File: src/rtl/cpu_pkg.sv
// cpu_pkg: shared widths, divider state encoding and counter sizing helper.
package cpu_pkg;
  localparam int DIV_WIDTH = 32;
  typedef enum logic [1:0] {DIV_IDLE, DIV_BUSY, DIV_DONE} div_state_t;
  function automatic int cnt_width(input int w);
    return $clog2(w + 1);
  endfunction
  localparam int DIV_CNT_W = cnt_width(DIV_WIDTH);
endpackage

File: src/rtl/div_step.sv
// div_step: one combinational restoring-division step, compared in WIDTH+1 bits.
module div_step #(
  parameter int WIDTH = 32
) (
  input  logic [WIDTH-1:0] rem,
  input  logic             dvd_msb,
  input  logic [WIDTH-1:0] divisor,
  output logic [WIDTH-1:0] rem_next,
  output logic             q_bit
);
  logic [WIDTH:0] shifted, diff;
  always_comb begin
    shifted  = {rem, dvd_msb};
    diff     = shifted - {1'b0, divisor};
    q_bit    = shifted >= {1'b0, divisor};
    rem_next = q_bit ? diff[WIDTH-1:0] : shifted[WIDTH-1:0];
  end
endmodule

File: src/rtl/divider_unit.sv
// divider_unit: iterative restoring div/divu, one quotient bit per cycle; signed support with DIVIDER_SIGNED_EN.
module divider_unit
  import cpu_pkg::*;
#(
  parameter int WIDTH = DIV_WIDTH
) (
  input  logic             clk,
  input  logic             rst,
  input  logic             start,
  input  logic [WIDTH-1:0] dividend,
  input  logic [WIDTH-1:0] divisor,
`ifdef DIVIDER_SIGNED_EN
  input  logic             signed_op,
`endif
  output logic             busy,
  output logic             done,
  output logic [WIDTH-1:0] quotient,
  output logic [WIDTH-1:0] remainder,
  output logic             div_zero
);
  localparam int CW = cnt_width(WIDTH);
  div_state_t       state;
  logic [CW-1:0]    cnt;
  logic [WIDTH-1:0] rem, dvd, dsr, rem_next, a_mag, b_mag, q_fin, q_out, r_out;
  logic             q_bit, neg_q, neg_r, sa, sb;
`ifdef DIVIDER_SIGNED_EN
  assign sa = signed_op & dividend[WIDTH-1];
  assign sb = signed_op & divisor[WIDTH-1];
`else
  assign sa = 1'b0;
  assign sb = 1'b0;
`endif
  div_step #(.WIDTH(WIDTH)) u_step (
    .rem     (rem),
    .dvd_msb (dvd[WIDTH-1]),
    .divisor (dsr),
    .rem_next(rem_next),
    .q_bit   (q_bit)
  );
  // A zero divisor keeps the quotient un-negated so it stays all ones and the remainder equals the dividend.
  always_comb begin
    a_mag = sa ? -dividend : dividend;
    b_mag = sb ? -divisor : divisor;
    q_fin = {dvd[WIDTH-2:0], q_bit};
    q_out = neg_q ? -q_fin : q_fin;
    r_out = neg_r ? -rem_next : rem_next;
  end
  always_ff @(posedge clk) begin
    if (rst) begin
      state     <= DIV_IDLE;
      cnt       <= '0;
      rem       <= '0;
      dvd       <= '0;
      dsr       <= '0;
      neg_q     <= 1'b0;
      neg_r     <= 1'b0;
      busy      <= 1'b0;
      done      <= 1'b0;
      quotient  <= '0;
      remainder <= '0;
      div_zero  <= 1'b0;
    end else begin
      case (state)
        DIV_BUSY: begin
          rem <= rem_next;
          dvd <= q_fin;
          cnt <= cnt - 1'b1;
          if (cnt == CW'(1)) begin
            quotient  <= q_out;
            remainder <= r_out;
            div_zero  <= dsr == '0;
            busy      <= 1'b0;
            done      <= 1'b1;
            state     <= DIV_DONE;
          end
        end
        default: begin
          done <= 1'b0;
          if (start) begin
            rem   <= '0;
            dvd   <= a_mag;
            dsr   <= b_mag;
            cnt   <= CW'(WIDTH);
            neg_q <= (sa ^ sb) & (|divisor);
            neg_r <= sa;
            busy  <= 1'b1;
            state <= DIV_BUSY;
          end else begin
            state <= DIV_IDLE;
          end
        end
      endcase
    end
  end
endmodule
File: config.mk
export PLATFORM = sky130hd
export DESIGN_NAME = divider_unit
export DESIGN_NICKNAME = d
export VERILOG_FILES = /design/src/rtl/cpu_pkg.sv /design/src/rtl/div_step.sv /design/src/rtl/divider_unit.sv
export SDC_FILE = /design/constraint.sdc
export NUM_CORES = 1
export LEC_CHECK = 0
export BUFFER_PORTS_ARGS = -buffer_cell sky130_fd_sc_hd__buf_2
export CORE_UTILIZATION = 30
export DETAILED_ROUTE_END_ITERATION = 8
export GPL_ROUTABILITY_DRIVEN = 1
export SETUP_SLACK_MARGIN = 0.05
export SKIP_LAST_GASP = 1
export SLEW_MARGIN = 15
export SYNTH_ARGS = -nofsm -noshare
export SYNTH_HDL_FRONTEND = slang
export SYNTH_SLANG_ARGS = --single-unit
File: constraint.sdc
create_clock -name clk -period 4.9 [get_ports clk]
set_input_delay 0.49 -clock clk [delete_from_list [all_inputs] [get_ports clk]]
set_output_delay 0.49 -clock clk [all_outputs]
set_load 0.005 [all_outputs]
# Word level (Yosys, flattened, before mapping)
# Index checks and enable logic that the tools add are counted.
word_totals:
  register_bits: 171
  input_bits: 67
  output_inout_bits: 67
  wordCells: 36
classes:
  n_addsub: 2
  n_lt_le_gt_ge: 1
  eq_ne: 3
  n_mux: 13
  bitwise: 1
  n_reduce_logical: 6
op_table:
  columns: ["op", "n"]
  rows:
  - ["$mux 32", 5]
  - ["$ge 33x32->1", 1]
  - ["$logic_not 32->1", 1]
  - ["$sub 32x32->32", 1]
  - ["$mux 6", 2]
  - ["$eq 6x1->1 const B", 1]
  - ["$reduce_and 2->1", 3]
  - ["$sub 6x1->6 const B", 1]
  - ["$mux 1", 4]
  - ["$mux 2", 2]
  - ["$eq 2x1->1 const B", 1]
  - ["$ne 2x2->1 const B", 1]
  - ["$reduce_bool 2->1", 1]
  - ["$reduce_or 2->1", 1]
  - ["$not 1->1", 1]

# Longest topological paths before layout
depth:
  ltp_word: 3
  ltp_mapped: 14
  ltp_nobuf: 12

# Cells and area by module
# From an unflattened synthesis, not the netlist that was laid out.
hier_totals:
  cells_unflattened: 880
  area_unflattened_um2: 8290.5
modules_own_cells:
  columns: ["module", "n_inst", "cells_per_inst", "area_each_um2", "seq_area_each_um2"]
  rows:
  - ["divider_unit", 1, 557, 5959.5, 3423.3]
  - ["div_step", 1, 323, 2331.0, 0.0]

# Least setup slack after synthesis
# OpenSTA, ideal clock, no wires.
synth_path:
  path_kind: "register to register"
  startpoint: "register dsr[1]"
  endpoint: "register remainder[31]"
  setup_ns: 0.122
  t_arrival_ns: 2.692
  required_ns: 4.778
  setup_slack_ns: 2.087
  stages_incl_launch_ff: 12
  path_buffers: 0
  period_less_slack_ns: 2.813
  path_cell_list: "dfxtp_1 > inv_1 > ha_1 > nor2b_2 > o2111ai_1 > a2111o_1 > a21oi_2 > nor4b_2 > o221ai_2 > a41oi_4 > mux2_4 > a221o_1"
synth_via:
  elab_chain_cells: 2
  word_cells_on_any_way: 3
  cone_classes: "add/sub (1); order compare (1); mux (1)"
synth_lines:
  columns: ["element", "line_no", "rtl"]
  rows:
  - ["start, declared", "divider_unit.sv:24", "logic [WIDTH-1:0] rem, dvd, dsr, rem_next, a_mag, b_mag, q_fin, q_out, r_out;"]
  - ["start signal, assigned", "divider_unit.sv:82", "dsr <= b_mag;"]
  - ["$sub 32x32->32 / $ge 33x32->1 (equally long branches)", "div_step.sv:14, div_step.sv:15", null]
  - ["$mux 32 *", "div_step.sv:16", "rem_next = q_bit ? diff[WIDTH-1:0] : shifted[WIDTH-1:0];"]
  - ["end signal, assigned", "divider_unit.sv:70", "remainder <= r_out;"]
  - ["end, declared", "divider_unit.sv:18", "output logic [WIDTH-1:0] remainder,"]
# Every way passes the cells marked *; elsewhere a longest branch is shown, timed or not.
# A chain may end at the register's enable or synchronous reset.

# Final worst setup path
# Ends and elaborated chain as after synthesis.

==> reports/metrics.cfg <==
[route]
drc_errors=0
via_per_inst=5.042
first_pass_iters=4
wl_per_cell_um=16.16
detail_route.iter0.violations=404
vias=7134
ant_nets=0
wl_um=22870

[worst_hold_path]
hold_path.class=in -> reg

[sta]
hold_viol=0
slew_viol_final=0
slew_headroom=0.3967
rsz0062_at_grt=no
fin_worst_skew_ns=0.01554
max_freq_ghz=0.3069
fin_crit_sh=0.6649
worst_slack_ns=1.642
tns_ns=0
fin_crit_ns=3.258
finalSetupViolCount=0
tightest_slew_ns=0.9028

[power_and_ir_drop]
power_switching_w=0.002302
p_seq_frac=0.291
power_w=0.005534
swShare=0.4159
combPwrFrac=0.458
intPower_w=0.003232
ir_worst_vdd_v=0.0004633
power.density_nw_per_um2=567.4
clkPwrFrac=0.250
leakage_nw=4.350

[global_routing]
grt_pass1_wl_um=37220
grt_pass1_vias=7138
grt_antenna_before_repair=4
grt_max_degree=69
grt_overflow=0
grt_usage=0.1667

[synth]
synth_nets=1060
ys_ff_latch=171
syn-cell-area_um2=8182
syn_avg_cell_area_um2=8.540
yosysSeqAreaShare=0.4184
post_synth_num_cell_types=54
ys_warn_count=0
netlist_instances=958
synth_ff_type=dfxtp_1
synth-edff-count=0
synth_async_sr_flop_share=0

[floorplan]
die_x_um=167.1
initial_utilization=0.3044
core_area_um2=26880
fp.dieH_um=167.1
dieArea_um2=27940
pin_count=134
core.rowCount=60

[place]
pre_cts_ws_ns=1.685
gp_congestion=0.8518
place_area_um2=9126
port_buffers=133
dp_hpwl_um=16330

[cells_and_area]
drive_gt1_frac=0.1765
nets=1160
post-route-cell-area_um2=9753
area_growth_pct=19.21
fill_cells=2797
multi_input_area_um2=4385
regArea_um2=3423

[worst_setup_path]
cp_slowest_stage_delay_ns=0.40
cp-end-kind=flip-flop
critical_path_buf_inv_count=2
path_max_fanout=20
cpLargestDelayFamily=compound AO/OA/AOI/OAI gates
path_class=reg -> reg
startpoint_type=flip-flop
crit_slowest_cell=dfxtp_1
path_cells=inv_1, ha_1, nor2b_2, o2111ai_1, a2111o_1, a21oi_2, nor4b_2, o221ai_2, a41oi_4, buf_4, mux2_4, a221o_1
crit_required_ns=5.24
cp_data_arrival_time_ns=3.60

[clock_network]
cts_hold_buf=0
cts_resized=0
root_buffer=clkbuf_16
cts_inserted_buffers=17
cts_buffer_depth=2
clkSlewWorstSetupHoldPaths_ns=0.08
clock-sinks=171
post_cts_buffers=0
worstSkewPairLatency_ns=0.45
htree_num_levels=4
cts_tree=built

[outcome]
status=finished, final reports clean

[job]
cap_violations=0

-- worst paths after layout --
path | from | to | slack [ns] | cells past startpoint
worst max-delay path | dsr[1] | remainder[31] | 1.64 | 12
worst min-delay path | divisor[19] | dsr[19] | 0.28 | 3
worst max register to register | dsr[1] | remainder[31] | 1.64 | 12
worst min register to register | remainder[0] | remainder[0] | 0.45 | 2
-- area by class of cell --
cell class              instances  area share
multi-input cells             686      0.4496
flip-flops and latches        171      0.3510
repair buffers                144     0.07672
well taps                     341     0.04375
clock buffers                  17     0.04362
clock inverters                15     0.01988
inverters                      38     0.01462
diodes                          3   0.0007697
-- cell families after synthesis --
group | after synthesis | synth area share
and+or+nand+nor | 296 | 0.1610
buffers and inverters | 101 | 0.04817
DFF | 171 | 0.4184
AOI/OAI and AO/OA | 270 | 0.2169
adders and majority gates | 35 | 0.05444
xor gates and xnor gates | 25 | 0.02676
muxes | 60 | 0.07432
-- per-stage QoR --
| step | util | cells | hold WS, ns |
|---|---|---|---|
| 3_5_place_dp | 0.3396 | 1380 | 0.4396 |
| 2_1_floorplan | - | 958 | 0.4388 |
| 3_3_place_gp | 0.3396 | 1380 | 0.4351 |
| 5_1_grt | 0.3627 | 1413 | 0.2786 |
| 6_report | 0.3629 | 1415 | 0.2798 |
| 4_1_cts | 0.3626 | 1412 | 0.2631 |
-- synthesized netlist by cell type, types with 9 or more instances --
cell,count,area share
a211oi_1,36,0.033
a21o_1,17,0.016
a21oi_1,64,0.039
a22o_1,31,0.033
a32oi_1,9,0.0096
clkbuf_1,52,0.024
dfxtp_1,171,0.42
ha_1,34,0.052
inv_1,38,0.017
mux2i_1,57,0.070
nand2_1,150,0.069
nand2b_1,10,0.0076
nand3_1,11,0.0067
nand4_1,9,0.0069
nor2_1,61,0.028
nor2b_1,10,0.0076
nor3_1,12,0.0073
nor4_1,11,0.0084
o21ai_0,21,0.013
o21ai_1,58,0.035
xnor2_1,13,0.014
xor2_1,12,0.013
-- per-layer routing --
layer | track usage | wire length (um)
met2 | 0.2727 | 10320
met4 | 0.05265 | 350
met5 | 0 | 10
met1 | 0.2079 | 10470
met3 | 0.05318 | 1708
-- power groups by stage --
stage	Combinational, W	Clock (W)	Sequential, W
after floorplan	0.00198	0	0.00161
after global placement	0.00252	0	0.00164
after detailed placement	0.00253	0	0.00164
after CTS	0.00254	0.00143	0.00161
after global routing	0.00280	0.00148	0.00163
final	0.00254	0.00139	0.00161
-- placed cells by master (no fill, tap or decap), drive strengths merged, types with 4 or more instances in the layout --
cell and n:
nor2b 11, buf 144, a22o 31, nor2 61, inv 45, nand3 11, nand4 9, and3 4
dfxtp 171, xnor2 13, o21ai 79, a211oi 37, a32oi 9, clkbuf 17, and2 6, nand2b 10
a21oi 65, o21a 4, nor4 11, xor2 12, mux2i 57, ha 34, nand2 150, clkinv 8
a21o 17, nor3 12, a311oi 4
-- sequential cells by signal, summed over array words and instances, names as in the netlist --
signal	cells
busy	1
remainder	32
dsr	32
div_zero	1
rem	32
state	2
cnt	6
quotient	32
done	1
dvd	32
-- worst register-to-register path: cells and delay by family, from the launching register on --
family / cells / cell delay [ns]
adder cells (fa/ha/maj): 1 / 0.28
multiplexers: 1 / 0.34
flip-flops: 1 / 0.40
AND/OR/NAND/NOR: 2 / 0.44
AO/OA/AOI/OAI: 6 / 1.30
buffers and inverters: 2 / 0.39
(Power assumes the default switching activity.)
